**config.mk**
```make
export PLATFORM = sky130hd
export DESIGN_NAME = run_length_detector
export DESIGN_NICKNAME = d
export VERILOG_FILES = /design/src/rtl/run_length_detector.sv
export SDC_FILE = /design/constraint.sdc
export NUM_CORES = 1
export LEC_CHECK = 0
export CAP_MARGIN = 0
export CORE_MARGIN = 2
export CORE_UTILIZATION = 46
export CTS_CLUSTER_DIAMETER = 200
export DETAILED_ROUTE_END_ITERATION = 8
export GPL_TIMING_DRIVEN = 0
export PLACE_DENSITY = 0.8
export SYNTH_ARGS = -nofsm -noshare
export SYNTH_HDL_FRONTEND = slang
export SYNTH_SLANG_ARGS = --single-unit
export TNS_END_PERCENT = 20
```
**constraint.sdc**
```tcl
create_clock -name clk -period 6.25 [get_ports clk]
set_input_delay 0.625 -clock clk [delete_from_list [all_inputs] [get_ports clk]]
set_output_delay 0.625 -clock clk [all_outputs]
set_load 0.02 [all_outputs]
```
**src/rtl/run_length_detector.sv**
```systemverilog
// -----------------------------------------------------------------------------
// run_length_detector
//
// Flags a run of RUN_LEN consecutive identical bits on a serial input stream.
// This is the parametrised successor to the fixed three-ones/three-zeros
// detector. It typically sits behind a deserialiser or line monitor and reports
// stuck-at or long-run conditions to control logic.
//
// Parameters
//   RUN_LEN  run length that triggers detection (>= 2)
//   EVT_W    width of the saturating detection-event counter
//   CW       derived width of run_cnt (local, not overridable)
//
// Ports
//   clk      in   rising-edge clock
//   reset    in   synchronous, active-high reset
//   en       in   sample qualifier; x is consumed only when en=1
//   x        in   serial data bit
//   mode     in   00 both polarities, 01 ones only, 10 zeros only, 11 disabled
//   overlap  in   1: detection holds while the run continues
//                 0: the run restarts after each detection
//   clr_cnt  in   synchronous clear of evt_cnt
//   y        out  y_ones | y_zeros
//   y_ones   out  run of RUN_LEN ones present and enabled by mode
//   y_zeros  out  run of RUN_LEN zeros present and enabled by mode
//   run_cnt  out  length of the current run, saturating at RUN_LEN
//   evt_cnt  out  number of detection events, saturating at all-ones
// -----------------------------------------------------------------------------
module run_length_detector #(
  parameter  int RUN_LEN = 3,
  parameter  int EVT_W   = 8,
  localparam int CW      = $clog2(RUN_LEN + 1)
) (
  input  logic             clk,
  input  logic             reset,
  input  logic             en,
  input  logic             x,
  input  logic [1:0]       mode,
  input  logic             overlap,
  input  logic             clr_cnt,
  output logic             y,
  output logic             y_ones,
  output logic             y_zeros,
  output logic [CW-1:0]    run_cnt,
  output logic [EVT_W-1:0] evt_cnt
);

  typedef enum logic [1:0] {
    MODE_BOTH  = 2'b00,
    MODE_ONES  = 2'b01,
    MODE_ZEROS = 2'b10,
    MODE_OFF   = 2'b11
  } mode_e;

  localparam logic [CW-1:0] RUN_MAX = CW'(RUN_LEN);

  // Registered state
  logic             r_last_bit;
  logic [CW-1:0]    r_run_cnt;
  logic [EVT_W-1:0] r_evt_cnt;

  // Combinational helpers
  mode_e            w_mode;
  logic             w_ones_en;
  logic             w_zeros_en;
  logic             w_run_full;
  logic [CW-1:0]    w_run_nxt;
  logic             w_evt_hit;
  logic [EVT_W-1:0] w_evt_nxt;

  assign w_mode     = mode_e'(mode);
  assign w_ones_en  = (w_mode == MODE_BOTH) || (w_mode == MODE_ONES);
  assign w_zeros_en = (w_mode == MODE_BOTH) || (w_mode == MODE_ZEROS);
  assign w_run_full = (r_run_cnt == RUN_MAX);

  // Next run length for an enabled sample.
  always_comb begin
    // NOTE: give every always_comb output a default first so that no path
    // leaves it unassigned, which would infer a latch.
    w_run_nxt = r_run_cnt;
    if ((r_run_cnt == '0) || (x != r_last_bit)) begin
      w_run_nxt = CW'(1);
    end else if (!w_run_full) begin
      w_run_nxt = r_run_cnt + CW'(1);
    end else if (!overlap) begin
      // Non-overlapping: the sample after a full run opens a new block.
      w_run_nxt = CW'(1);
    end
  end

  // An event is the transition into a full run, counted only when the
  // polarity being sampled is enabled by the mode at that edge. A run held
  // full under overlap therefore counts once.
  assign w_evt_hit = en && !w_run_full && (w_run_nxt == RUN_MAX) &&
                     (x ? w_ones_en : w_zeros_en);

  always_comb begin
    w_evt_nxt = r_evt_cnt;
    if (clr_cnt) begin
      w_evt_nxt = '0;
    end else if (w_evt_hit && !(&r_evt_cnt)) begin
      w_evt_nxt = r_evt_cnt + EVT_W'(1);
    end
  end

  // NOTE: sequential state is written with non-blocking assignments so every
  // register samples pre-edge values regardless of statement order.
  always_ff @(posedge clk) begin
    if (reset) begin
      r_last_bit <= 1'b0;
      r_run_cnt  <= '0;
      r_evt_cnt  <= '0;
    end else begin
      if (en) begin
        r_last_bit <= x;
        r_run_cnt  <= w_run_nxt;
      end
      // clr_cnt acts independently of en; the increment term already
      // requires en.
      r_evt_cnt <= w_evt_nxt;
    end
  end

  // Moore detection decoded from registered state, re-gated by the live mode.
  assign y_ones  = w_run_full &&  r_last_bit && w_ones_en;
  assign y_zeros = w_run_full && !r_last_bit && w_zeros_en;
  assign y       = y_ones || y_zeros;
  assign run_cnt = r_run_cnt;
  assign evt_cnt = r_evt_cnt;

endmodule

```
Yosys cells after proc, flatten, opt, wreduce, memory -nomap -nowiden
Cells that the tools add are included.
- add/subtract/negate cells: 2
- eq/ne operators: 5
- mux-type cells: 4
- reduce and logical (&&, ||, !) cells: 19
- operators with widths (kind ; number):
    8-bit by 1-bit adder with 8-bit output, second input constant ; 1
    1-bit logical AND ; 8
    8-bit AND reduction ; 1
    2-bit == test, second input constant ; 3
    2-bit 2-to-1 mux ; 3
    2-bit logical NOT ; 2
    1-bit logical OR ; 4
    1-bit logical NOT ; 3
    2-bit by 1-bit adder with 2-bit output, second input constant ; 1
    2-bit by 1-bit == test with 1-bit output, second input constant ; 1
    2-bit OR reduction ; 1
    1-bit 2-to-1 mux ; 1
    1-bit != test ; 1
- register bits after elaboration: 11
- bits of input ports: 8
- output and inout port bits: 13
- word-level logic and storage cells: 33

Logic depth before layout (Yosys ltp)
Gate-level depths: netlist of the first run.
- word-level depth: 7
- depth in mapped cells: 8
- gate-level depth less buffers: 6

Worst setup path after synthesis of the first run
Ideal clock, no wire load.
- kind: register to register
- start: reg r_run_cnt[0] (netlist: run_cnt[0])
- end: reg r_evt_cnt[5] (netlist: evt_cnt[5])
- library setup time: 0.072 ns
- data arrival time: 2.167 ns
- required time: 6.178 ns
- path slack: 4.011 ns
- stages on the path, launching flop included: 9
- buffers on the path: 2
- period minus slack after synthesis: 2.239 ns
- cells stage by stage: dfxtp_1 -> inv_1 -> ha_1 -> nand4bb_1 -> or4_1 -> clkbuf_2 -> buf_2 -> nor4_1 -> mux2i_1
- word-level cells in the longest chain between the ends: 7
- elaborated cells between the ends (all ways): 13
- those cells by class: add/sub: 1; eq/ne: 2; mux: 3; reduce/logical: 7
- ends and longest elaborated chain (what ; line ; RTL):
    start: declaration ; 59 ; logic [CW-1:0] r_run_cnt;
    start signal: assignment ; 116 ; r_run_cnt <= w_run_nxt;
    2-bit by 1-bit adder with 2-bit output (tied with other cells) ; 84 ; w_run_nxt = r_run_cnt + CW'(1);
    2-bit 2-to-1 mux / 1-bit logical OR (equally long branches) ; 83, 81 ;
    2-bit 2-to-1 mux ; 81 ; if ((r_run_cnt == '0) || (x != r_last_bit)) begin
    2-bit == test ; 94 ; assign w_evt_hit = en && !w_run_full && (w_run_nxt == RUN_MAX) &&
    1-bit logical AND * (2 in series) ; 94 ;
    1-bit logical AND * ; 101 ; end else if (w_evt_hit && !(&r_evt_cnt)) begin
    end signal: assignment ; 120 ; r_evt_cnt <= w_evt_nxt;
    end: declaration ; 60 ; logic [EVT_W-1:0] r_evt_cnt;
Every way passes the cells marked *; elsewhere a longest branch is shown, timed or not.
A chain may end at the register's enable or synchronous reset.

Final worst setup path of the first run
- start: in mode[0]
- end: out y
- word-level cells in the longest chain between the ends: 4
- elaborated cells between the ends (all ways): 8
- those cells by class: eq/ne: 2; reduce/logical: 6
- ends and longest elaborated chain (what ; line ; RTL):
    start: declaration ; 38 ; input logic [1:0] mode,
    2-bit by 1-bit == test with 1-bit output (tied with other cells) ; 72 ; assign w_ones_en = (w_mode == MODE_BOTH) || (w_mode == MODE_ONES);
    1-bit logical OR (on tied branches) ; 72, 73 ;
    1-bit logical AND (on tied branches) ; 125, 126 ;
    1-bit logical OR * ; 127 ; assign y = y_ones || y_zeros;
    end: declaration ; 41 ; output logic y,
Marks and branches as above.

==> impl_metrics.yaml, run 1 <==
finish:
  layout_commonest_cell: "clkdlybuf4s50_1"
  final_area_sq_um: 875
  layout_common_cells: "clkdlybuf4s50_1, dfxtp_1, nor2_1"
  drive_gt1_frac: 0.0707
  nets: 112
  num_antenna_cells: 0
  area_growth_pct: 39.0
  fillers: 115
flow_run:
  cap_viol_max_count: 0
placement:
  gp_congestion: 0.715
  dpl.hpwl_um: 1010
  portBuffers: 20
  place_area_sq_um: 848
  post-place-ws_ns: 3.42
route:
  drcViolationCount: 0
  vias: 634
  wl_per_cell_um: 12.0
  via_per_inst: 5.56
  wirelength_um: 1370
  dr.pass1.iters: 4
  drtIter0Drc: 7
  final_antenna_net_count: 0
yosys:
  avgSynthCellArea_sq_um: 8.39
  synth_cell_types: 30
  ys.warnings.count: 0
  synthFlopType: "dfxtp_1"
  synth_nets: 87
  async_flop_share: 0
  ys_ff_latch: 11
  seq_area_frac_synth: 0.350
  synth_edf_count: 0
  syn_area_sq_um: 629
  netlist_instances: 75
sta:
  slew_violations: 0
  tns_ns: 0
  period_share: 0.423
  max_freq_mhz: 379
  finalHoldViolations: 0
  fin_crit_ns: 2.64
  rsz0062_at_grt: "no"
  setup_viol: 0
  fin_skew_ns: 0.00115
  hold-worst-slack_ns: 0.506
  finalWorstSetupSlack_ns: 3.61
  slew_headroom: 0.747
  tightest_slew_ns: 0.380
power_and_ir_drop:
  leakage_nw: 0.289
  ir_drop_mv: 0.112
  pwr-share-comb: 0.111
  power_density_nw_per_um2: 159
  power_frac_clock: 0.370
  switchingPower_mw: 0.0349
  seqPwrFrac: 0.519
  intPower_mw: 0.104
  p_sw_frac: 0.251
  total_power_mw: 0.139
setup_path:
  rr_worst_depth: 8
  arrival_ns: 2.02
  critical_path_class: "input pin to output port"
  path_max_fanout: 2
  cp.required_ns: 5.62
  startpoint_type: "input pin"
  cp-end-kind: "output port"
clock_tree:
  cts_setup_buffers: 0
  cts_tree: "built"
  cts_htree_levels: 1
  cts_buffers: 3
  hold_buffers: 0
  cts_root_buf: "clkbuf_4"
  clockBufferDepth: 2
  clk_latency_ns: 0.28
  clk_pin_slew_ns: 0.07
  ctsResizeCount: 0
  cts_sinks: 11
global_route:
  grt_pass1_wl_um: 2060
  grt_usage: 0.195
  grt_max_degree: 11
  antenna_found_initial: 0
  grt_overflow: 0
  grt_pass1_vias: 461
outcome:
  outcome: "completed"
die:
  die_w_um: 41.0
  initial_core_util: 0.490
  placeableCoreArea_sq_um: 1280
  rows: 13
  die_area_sq_um: 1680
  ios: 21
  die_h_um: 41.0
min_path:
  worstHoldPathCells: 1
  hold_class: "register to register"
## synth_stat cells (2+ instances only)
library cell | instances | area [sq um]
inv_1 | 4 | 15.0
or2_2 | 2 | 12.5
or4_1 | 4 | 30.0
ha_1 | 4 | 50.1
a21oi_1 | 5 | 25.0
mux2i_1 | 2 | 20.0
nand2_1 | 6 | 22.5
o41ai_1 | 2 | 17.5
nor4_1 | 2 | 12.5
nand3_1 | 4 | 20.0
or3_1 | 2 | 12.5
nor2_1 | 7 | 26.3
dfxtp_1 | 11 | 220
o31ai_1 | 4 | 30.0
## area by class of cell
class                      instances  area (sq um)  share of cell area
sequential                        11           220               0.252
clock buffer                       4          26.3              0.0300
multi-input combinational         56           377               0.431
inverter                           4          15.0              0.0172
timing repair buffer              20           200               0.229
tap                               15          18.8              0.0215
buffer                             4          17.5              0.0200
## flip-flops by register name, summed over array words and instances (netlist names)
signal / flops
evt_cnt: 8
r_last_bit: 1
run_cnt: 2
## per-stage QoR
step / instances / util
6_report: 114 / 0.681
5_1_grt: 114 / 0.681
4_1_cts: 114 / 0.681
3_5_place_dp: 110 / 0.660
3_3_place_gp: 110 / 0.660
2_1_floorplan: 75 / -
## per-layer routing
| layer | global-route usage | wire length, um | share of wire | up-vias |
|---|---|---|---|---|
| li1 | - | - | - | 335 |
| met1 | 0.281 | 702 | 0.51 | 286 |
| met2 | 0.250 | 593 | 0.43 | 10 |
| met3 | 0.0978 | 58 | 0.042 | 3 |
| met4 | 0.0500 | 14 | 0.010 | 0 |
| met5 | 0 | 0 | 0 | - |
## worst paths after layout
kind	from	endpoint	slack, ns
worst max-delay path	mode[0]	y	3.61
worst min-delay path	evt_cnt[6]	evt_cnt[6]	0.51
worst max register to register	run_cnt[0]	evt_cnt[5]	3.90
worst min register to register	evt_cnt[6]	evt_cnt[6]	0.51
## critical path, stage by stage
cell,delay (ns)
clkdlybuf4s50_1,0.41
nor3b_1,0.23
or2_2,0.15
clkdlybuf4s50_1,0.59
## cell families (layout without fill, tap and decap cells)
logic type | after synthesis | count (layout) | share of synthesized area
AND/OR/NAND/NOR | 32 | 32 | 0.280
AO/OA/AOI/OAI | 16 | 16 | 0.175
flip-flops | 11 | 11 | 0.350
buffers and inverters | 8 | 32 | 0.0517
adder cells (fa/ha/maj) | 4 | 4 | 0.0795
multiplexers | 3 | 3 | 0.0497
XOR/XNOR | 1 | 1 | 0.0139
## power by group through the flow
stage	clock (mW)	sequential, mW	combinational, mW
global route	0.0558	0.0726	0.0169
CTS	0.0525	0.0723	0.0156
floorplan	0	0.0746	0.00640
global placement	0	0.0739	0.0153
finish	0.0516	0.0723	0.0155
detailed placement	0	0.0740	0.0154
(Power assumes the default switching activity.)
==> run 2: changes to the inputs <==
Settings changed: CORE_UTILIZATION 46 to 43, PLACE_DENSITY 0.8 to 0.76.
Clock period 6.25 ns to 2.69 ns, I/O delays scaled along.
==> run 2 against run 1 <==
Compared with the run above:
- die area increased by 6.3%
- sequential power increased by 130%
- flip-flop and latch count unchanged
- non-clock buffer count unchanged
==> impl_metrics.yaml, run 2 (synthesis results as in run 1) <==
clock_tree:
  clk_latency_ns: 0.27
  cts_buffers: 3
  clockBufferDepth: 2
  cts_sinks: 11
  hold_buffers: 0
  ctsResizeCount: 0
  cts_tree: "built"
  cts_htree_levels: 1
  cts_setup_buffers: 0
  cts_root_buf: "clkbuf_4"
  clk_pin_slew_ns: 0.07
sta:
  rsz0062_at_grt: "no"
  hold-worst-slack_ns: 0.506
  tightest_slew_ns: 0.408
  slew_headroom: 0.728
  fin_crit_ns: 2.30
  fin_skew_ns: 0.00402
  finalHoldViolations: 0
  tns_ns: 0
  period_share: 0.853
  max_freq_mhz: 436
  setup_viol: 0
  slew_violations: 0
die:
  placeableCoreArea_sq_um: 1330
  ios: 21
  die_h_um: 42.3
  rows: 13
  initial_core_util: 0.472
  die_area_sq_um: 1790
  die_w_um: 42.3
route:
  via_per_inst: 5.50
  drcViolationCount: 0
  wl_per_cell_um: 12.8
  drtIter0Drc: 12
  wl_met2_um: 633
  top_layer: "met3"
  drt-met1-wl_um: 761
  vias: 627
  final_antenna_net_count: 0
  wirelength_um: 1460
  dr.pass1.iters: 4
  wl_met3_um: 66
power_and_ir_drop:
  p_sw_frac: 0.242
  power_density_nw_per_um2: 366
  ir_drop_mv: 0.225
  power_frac_clock: 0.361
  intPower_mw: 0.242
  total_power_mw: 0.320
  pwr-share-comb: 0.114
  seqPwrFrac: 0.525
  leakage_nw: 0.289
  switchingPower_mw: 0.0776
setup_path:
  cp.required_ns: 2.84
  cp_slowest_cell: "or4_1"
  critical_path_class: "register to register"
  crit_chain: "inv_1, ha_1, nand4bb_1, or4_1, clkbuf_2, buf_2, o41ai_1, a21oi_1"
  rrSetupSlack_ns: 0.39
  reg2reg_from: "run_cnt[0]"
  reg2reg_to: "evt_cnt[7]"
  cp-end-kind: "register"
  path_max_fanout: 10
  arrival_ns: 2.45
  startpoint_type: "register"
  slowest_delay_ns: 0.47
  rr_worst_depth: 8
flow_run:
  cap_viol_max_count: 0
finish:
  layout_commonest_cell: "clkdlybuf4s50_1"
  layout_common_cells: "clkdlybuf4s50_1, dfxtp_1, nor2_1"
  nets: 112
  fillers: 136
  drive_gt1_frac: 0.0707
  num_antenna_cells: 0
  area_growth_pct: 39.0
  largest_reg_flops: 8
  fin_util: 0.656
  fin_cells: 114
min_path:
  hold_class: "register to register"
  worstHoldPathCells: 1
  hold_end: "evt_cnt[6]"
  holdCritStartpoint: "evt_cnt[6]"
global_route:
  grt_overflow: 0
  grt_max_degree: 11
  grt_pass1_vias: 535
  antenna_found_initial: 0
  grt_usage: 0.171
  grt_pass1_wl_um: 2370
placement:
  portBuffers: 20
  gp_congestion: 0.724
  dpl.hpwl_um: 1060
  dp_cells: 110
outcome:
  outcome: "completed"
==> run 2: cell counts in the layout (fill, tap and decap cells not counted) <==
No cell type changed its count.
==> run 2: cell type report <==
cell class                      instances  area [sq um]  area share
Clock buffer                            4          26.3      0.0300
Inverter                                4          15.0      0.0172
Timing Repair Buffer                   20           200       0.229
Buffer                                  4          17.5      0.0200
Multi-Input combinational cell         56           377       0.431
Tap cell                               15          18.8      0.0215
Sequential cell                        11           220       0.252
==> run 2: stage by stage <==
stage / cell area (sq um) / setup slack (ns)
after floorplan: 629 / 0.451
after global placement: 848 / 0.238
after detailed placement: 848 / 0.237
after CTS: 875 / 0.388
after global routing: 875 / 0.258
final: 875 / 0.395
==> run 2: power groups by stage <==
stage / clock network (mW) / registers [mW] / logic [mW]
after CTS: 0.117 / 0.168 / 0.0364
after global placement: 0 / 0.172 / 0.0358
after detailed placement: 0 / 0.172 / 0.0360
final: 0.116 / 0.168 / 0.0365
after floorplan: 0 / 0.173 / 0.0149
after global routing: 0.125 / 0.168 / 0.0395
==> run 2: per-layer routing <==
layer  vias up  global-route usage
li1        329                   -
met1       286               0.252
met2        12               0.234
met3         0              0.0647
met4         0              0.0375
met5         -                   0
==> run 2: worst max-delay path by stage <==
stage / start / end / slack, ns
after CTS: run_cnt[0] / evt_cnt[7] / 0.39
after global placement: x / evt_cnt[5] / 0.24
after detailed placement: x / evt_cnt[2] / 0.24
final: run_cnt[0] / evt_cnt[7] / 0.39
after global routing: run_cnt[0] / evt_cnt[7] / 0.26
after floorplan: run_cnt[0] / evt_cnt[5] / 0.45
==> run 2: critical path, delay by kind of cell, from the launching register on <==
family | cells | cell delay, ns
compound gates | 2 | 0.47
fa+ha+maj | 1 | 0.23
buf+inv | 3 | 0.39
flops | 1 | 0.41
simple gates | 2 | 0.67
